<file path="src/rtl/pwm_capture_scheduler.sv">
// Time-shares one PWM capture unit across CHANNELS inputs. Each sweep visits the enabled channels in
// ascending order (settle, trigger, wait, read, clear) and keeps one result per channel with a timeout flag.
module pwm_capture_scheduler #(
  parameter int CHANNELS  = 4,
  parameter int BUS_WIDTH = 32,
  parameter int TIMEOUT   = 1000000,
  parameter int SETTLE    = 2,
  localparam int CW = $clog2(CHANNELS),
  localparam int TW = $clog2(TIMEOUT + 1),
  localparam int SW = $clog2(SETTLE + 1)
) (
  input  logic                 clk,
  input  logic                 rst,
  input  logic                 start,
  input  logic                 continuous,
  input  logic [CHANNELS-1:0]  ch_enable,
  output logic                 busy,
  output logic                 sweep_done,
  output logic                 irq,
  input  logic                 irq_clr,
  input  logic [CW-1:0]        rd_addr,
  output logic [BUS_WIDTH-1:0] rd_data,
  output logic                 rd_valid,
  output logic                 rd_timeout,
  output logic [CW-1:0]        cap_sel,
  output logic                 cap_trigger,
  output logic                 cap_oe,
  input  logic                 cap_int,
  output logic                 cap_int_clr,
  input  logic [BUS_WIDTH-1:0] cap_data,
  output logic [2:0]           dbg_state
);

  typedef enum logic [2:0] {
    S_IDLE, S_SETTLE, S_TRIG, S_WAIT, S_READ, S_CLEAR, S_TOUT, S_NEXT
  } state_t;

  state_t               state_q;
  logic [CW-1:0]        ch_q;
  logic [CHANNELS-1:0]  mask_q, valid_q, tout_q;
  logic [BUS_WIDTH-1:0] result_q [CHANNELS];
  logic [SW-1:0]        settle_q;
  logic [TW-1:0]        tcnt_q;
  logic                 busy_q, done_q, irq_q, trig_q, oe_q, clr_q;

  logic [CW-1:0] low_ch_d, nxt_ch_d;
  logic          nxt_found_d, sweep_end_d, launch_d;

  // Lowest channel of the live mask (for a sweep start) and next higher channel of the latched mask.
  always_comb begin
    low_ch_d    = '0;
    nxt_ch_d    = '0;
    nxt_found_d = 1'b0;
    for (int i = CHANNELS - 1; i >= 0; i--) begin
      if (ch_enable[i]) low_ch_d = CW'(i);
      if (mask_q[i] && (i > int'(ch_q))) begin
        nxt_found_d = 1'b1;
        nxt_ch_d    = CW'(i);
      end
    end
    sweep_end_d = (state_q == S_NEXT) && !nxt_found_d;
    launch_d    = (|ch_enable) &&
                  (((state_q == S_IDLE) && start && !busy_q) || (sweep_end_d && continuous));
  end

  always_ff @(posedge clk or negedge rst) begin
    if (!rst) begin
      state_q  <= S_IDLE;
      ch_q     <= '0;
      mask_q   <= '0;
      valid_q  <= '0;
      tout_q   <= '0;
      settle_q <= '0;
      tcnt_q   <= '0;
      busy_q   <= 1'b0;
      done_q   <= 1'b0;
      irq_q    <= 1'b0;
      trig_q   <= 1'b0;
      oe_q     <= 1'b0;
      clr_q    <= 1'b0;
      for (int i = 0; i < CHANNELS; i++) result_q[i] <= '0;
    end else begin
      done_q <= 1'b0;
      // The set wins both on the sweep-ending edge and while sweep_done is showing.
      if (sweep_end_d) irq_q <= 1'b1;
      else if (irq_clr && !done_q) irq_q <= 1'b0;

      case (state_q)
        S_IDLE: busy_q <= 1'b0;
        S_SETTLE: begin
          if (settle_q == SW'(SETTLE - 1)) begin
            trig_q  <= 1'b1;
            state_q <= S_TRIG;
          end else begin
            settle_q <= settle_q + 1'b1;
          end
        end
        S_TRIG: begin
          trig_q  <= 1'b0;
          tcnt_q  <= '0;
          state_q <= S_WAIT;
        end
        S_WAIT: begin
          if (cap_int) begin
            oe_q    <= 1'b1;
            state_q <= S_READ;
          end else if (tcnt_q == TW'(TIMEOUT - 1)) begin
            state_q <= S_TOUT;
          end else begin
            tcnt_q <= tcnt_q + 1'b1;
          end
        end
        S_READ: begin
          result_q[ch_q] <= cap_data;
          valid_q[ch_q]  <= 1'b1;
          tout_q[ch_q]   <= 1'b0;
          oe_q           <= 1'b0;
          clr_q          <= 1'b1;
          state_q        <= S_CLEAR;
        end
        S_CLEAR: begin
          clr_q   <= 1'b0;
          state_q <= S_NEXT;
        end
        S_TOUT: begin
          result_q[ch_q] <= '0;
          valid_q[ch_q]  <= 1'b1;
          tout_q[ch_q]   <= 1'b1;
          state_q        <= S_NEXT;
        end
        S_NEXT: begin
          if (nxt_found_d) begin
            ch_q     <= nxt_ch_d;
            settle_q <= '0;
            state_q  <= S_SETTLE;
          end else begin
            done_q  <= 1'b1;
            state_q <= S_IDLE;
          end
        end
        default: state_q <= S_IDLE;
      endcase

      // Fresh start or continuous restart; overrides the IDLE fall-through above.
      if (launch_d) begin
        mask_q   <= ch_enable;
        valid_q  <= valid_q & ~ch_enable;
        tout_q   <= tout_q & ~ch_enable;
        ch_q     <= low_ch_d;
        settle_q <= '0;
        busy_q   <= 1'b1;
        state_q  <= S_SETTLE;
      end
    end
  end

  always_comb begin
    rd_data    = '0;
    rd_valid   = 1'b0;
    rd_timeout = 1'b0;
    if (int'(rd_addr) < CHANNELS) begin
      rd_data    = result_q[rd_addr];
      rd_valid   = valid_q[rd_addr];
      rd_timeout = tout_q[rd_addr];
    end
  end

  assign busy        = busy_q;
  assign sweep_done  = done_q;
  assign irq         = irq_q;
  assign cap_sel     = ch_q;
  assign cap_trigger = trig_q;
  assign cap_oe      = oe_q;
  assign cap_int_clr = clr_q;
  assign dbg_state   = state_q;

endmodule

</file>
<file path="config.mk">
export PLATFORM = sky130hd
export DESIGN_NAME = pwm_capture_scheduler
export DESIGN_NICKNAME = d
export VERILOG_FILES = /design/src/rtl/pwm_capture_scheduler.sv
export SDC_FILE = /design/constraint.sdc
export NUM_CORES = 1
export LEC_CHECK = 0
export BUFFER_PORTS_ARGS = -buffer_cell sky130_fd_sc_hd__buf_4
export CORE_MARGIN = 3
export CORE_UTILIZATION = 55
export CTS_CLUSTER_SIZE = 20
export DETAILED_ROUTE_END_ITERATION = 10
export PLACE_DENSITY = 0.76
export SETUP_SLACK_MARGIN = 0.05
export SLEW_MARGIN = 15
export SYNTH_ARGS = -nofsm -noshare
export SYNTH_HDL_FRONTEND = slang
export SYNTH_SLANG_ARGS = --single-unit
export TNS_END_PERCENT = 30
</file>
<file path="constraint.sdc">
create_clock -name clk -period 2.1 [get_ports clk]
set_input_delay 0.21 -clock clk [delete_from_list [all_inputs] [get_ports clk]]
set_output_delay 0.21 -clock clk [all_outputs]
set_load 0.01 [all_outputs]
</file>
==> impl_metrics.env <==
export IMPL_status="complete, no violations"
export IMPL_fmaxAchievable_mhz=513
export IMPL_hold_path_class="input port to flip-flop"
export IMPL_grt_pass1_wl_um=30100
export IMPL_postRouteAntennaNets=0
export IMPL_io_buffers=88
export IMPL_postCtsSetupBuffers=0
export IMPL_cts_sinks=172
export IMPL_yosysSeqAreaShare_pct=55.6
export IMPL_layout_nets=861
export IMPL_synthArstFlopShare_pct=100
export IMPL_period_minus_slack_ns=1.95
export IMPL_timing_final_ws_setup_ns=0.151
export IMPL_core_mm2=0.0135
export IMPL_synth_edff_count=0
export IMPL_report_final_slew_viol_count=0
export IMPL_fin_util_pct=69.2
export IMPL_hold_viol=0
export IMPL_dp_hpwl_um=11700
export IMPL_slowest_delay_ns=0.46
export IMPL_dieArea_mm2=0.0155
export IMPL_fp_dieH_um=125
export IMPL_netlist_area_mm2=0.00774
export IMPL_routed_via_density=5.92
export IMPL_relSlewSlack_pct=62.5
export IMPL_powerDensity_mw_per_mm2=1420
export IMPL_vias=5937
export IMPL_required_ns=2.41
export IMPL_cts_buffers=17
export IMPL_synth_top_area_share_pct=55.6
export IMPL_cts_max_level=4
export IMPL_cellLeakagePower_uw=0.00437
export IMPL_path_cells="ha_1 -> nand3_1 -> nor3_2 -> a211oi_2 -> a21oi_1 -> a31o_2"
export IMPL_hold_end="cap_sel[1]$_DFFE_PN0P_"
export IMPL_wl_um=17800
export IMPL_preCtsSetupSlack_ns=0.0979
export IMPL_rsz0062_at_grt="true"
export IMPL_grt_overflow_total=0
export IMPL_tightest_slew_ns=0.563
export IMPL_finClkSkew_ns=0.0139
export IMPL_holdPathStages=3
export IMPL_synth_area_leaders="dfrtp_1 (56%), mux4_2 (9.9%), o21ai_0 (8.8%)"
export IMPL_ff2ff_setup_slack_ns=0.15
export IMPL_period_share_pct=92.8
export IMPL_critical_path_class="flip-flop to flip-flop"
export IMPL_clk_pin_slew_worst_paths_ns=0.06
export IMPL_start_kind="flip-flop"
export IMPL_synth_nets=778
export IMPL_synth_main_ff_cell="dfrtp_1"
export IMPL_io_pins=89
export IMPL_firstDrtPassIters=5
export IMPL_critPathMaxFanout=6
export IMPL_antenna_found_initial=0
export IMPL_cap_violations=0
export IMPL_die_x_um=125
export IMPL_grt_max_degree=68
export IMPL_drive_above_1_share_pct=23.8
export IMPL_syn_instance_count=732
export IMPL_wl_per_cell_um=17.7
export IMPL_yosys_cell_count_top_type="nand2_1"
export IMPL_synth_top_area_cell="dfrtp_1"
export IMPL_avgSynthCellArea_um2=10.6
export IMPL_tns_ns=0
export IMPL_drt_iter0_drc=627
export IMPL_ys_types=58
export IMPL_clk_latency_ns=0.43
export IMPL_std_cell_rows=42
export IMPL_cts_tree="done"
export IMPL_place_congestion=0.903
export IMPL_r2r_start="tcnt_q[0]$_DFFE_PN0P_"
export IMPL_crit_path_end_kind="flip-flop"
export IMPL_cpMaxStageDelayCell="a211oi_2"
export IMPL_r2r_cells=6
export IMPL_hold_slack_ns=0.0859
export IMPL_peakVddDrop_v=0.000814
export IMPL_reg2reg_to="tcnt_q[17]$_DFFE_PN0P_"
export IMPL_p_total_uw=13300
export IMPL_ctsRootBufferMaster="clkbuf_16"
export IMPL_synthToLayoutAreaGrowth_pct=20.6
export IMPL_hp_start="ch_enable[0]"
export IMPL_yosys_warnings=0
export IMPL_synth_common_cells="nand2_1 (181), dfrtp_1 (172), o21ai_0 (136), clkbuf_1 (35), mux4_2 (34)"
export IMPL_setup_viol=0
export IMPL_ys_seq_elements=172
export IMPL_drc=0
export IMPL_grt_use_total_pct=23.8
export IMPL_initial_utilization_pct=57.3
export IMPL_grt_pass1_vias=6213
export IMPL_crit_arrival_ns=2.25
export IMPL_antenna_cells=0
export IMPL_clk_path_buf_depth=2
==> metal layers <==
layer	part of all wire, %	vias up	GRT usage [%]	wire length (um)
met4	2.4	0	9.28	428
met2	50	221	39.1	8930
met3	5.9	36	5.32	1060
met1	41	2941	31.0	7370
li1	-	2739	-	-
met5	0	-	0	0
==> cells in the final DEF (no fill, tap or decap), types with 3 or more instances in the layout <==
cell	n
o31ai_1	4
nand4_1	8
nor2_1	22
xor2_1	7
dfrtp_1	172
buf_12	8
and3_1	5
inv_1	7
nand2_1	180
or2_2	5
clkbuf_16	17
and2_1	5
a211oi_1	3
a21oi_1	8
nand3_1	11
nand2b_1	4
bufinv_16	3
nor2b_1	4
a21o_1	5
o21ai_0	136
o211ai_1	4
mux4_2	34
or4_1	3
clkbuf_8	3
buf_4	102
xnor2_1	3
o22ai_1	6
==> what timing repair did <==
item,in CTS,in global routing
pin swaps,0,0
endpoints found under the hold margin,57,0
hold buffers,1,0
gates resized for setup,1,1
endpoints found under the setup margin,2,5
==> worst max path at each step <==
stage,start,to,slack [ns],depth (start not counted)
2_1_floorplan,dbg_state[0]$_DFFE_PN0P_,cap_sel[1]$_DFFE_PN0P_,0.20,6
3_3_place_gp,dbg_state[2]$_DFFE_PN0P_,tcnt_q[9]$_DFFE_PN0P_,0.17,6
3_5_place_dp,dbg_state[2]$_DFFE_PN0P_,tcnt_q[9]$_DFFE_PN0P_,0.1,6
4_1_cts,dbg_state[2]$_DFFE_PN0P_,tcnt_q[9]$_DFFE_PN0P_,0.03,6
5_1_grt,tcnt_q[0]$_DFFE_PN0P_,tcnt_q[17]$_DFFE_PN0P_,0.01,6
6_report,tcnt_q[0]$_DFFE_PN0P_,tcnt_q[17]$_DFFE_PN0P_,0.15,6
==> cells by family (layout without fill, tap and decap cells) <==
| family | after synthesis | after routing | synth area share [%] |
|---|---|---|---|
| simple gates | 274 | 274 | 16.3 |
| xor+xnor | 10 | 10 | 1.13 |
| fa+ha+maj | 2 | 2 | 0.323 |
| flops | 172 | 172 | 55.6 |
| mux | 37 | 37 | 10.3 |
| compound gates | 182 | 182 | 13.4 |
| buf+inv | 55 | 150 | 2.91 |
==> critical path, delay by kind of cell, from the launching register on <==
| kind | cells | cell delay [ns] |
|---|---|---|
| and+or+nand+nor | 2 | 0.37 |
| DFF | 1 | 0.40 |
| AOI/OAI and AO/OA | 3 | 0.85 |
| adders and majority gates | 1 | 0.22 |
==> report_power, final <==
group / switching [uW] / leakage, uW / internal, uW
sequential: 837 / 0.00218 / 4720
clock: 1250 / 0.000297 / 1970
combinational: 2410 / 0.00189 / 2090
total: 4490 / 0.00437 / 8780
==> cell type report <==
type | instances | area, um2
clock inverter | 9 | 134
sequential | 172 | 4300
timing repair buffer | 112 | 947
inverter | 7 | 26.3
fill | 977 | 4170
multi-input combinational | 505 | 3230
tap | 176 | 220
clock buffer | 22 | 474
==> through the flow <==
| stage | area [um2] | instances |
|---|---|---|
| after floorplan | 7740 | 732 |
| after detailed placement | 8710 | 971 |
| after global routing | 9340 | 1003 |
| after CTS | 9340 | 1003 |
| after global placement | 8710 | 971 |
| final | 9340 | 1003 |
==> state kept, by name (all words and copies together), names as in the netlist, named ones only <==
| signal | count |
|---|---|
| cap_trigger | 1 |
| cap_int_clr | 1 |
| settle_q | 2 |
| dbg_state | 3 |
| tcnt_q | 20 |
| mask_q | 3 |
| sweep_done | 1 |
| busy | 1 |
| cap_sel | 2 |
| irq | 1 |
| cap_oe | 1 |
| result_q | 128 |
| valid_q | 4 |
(Power assumes the default switching activity.)
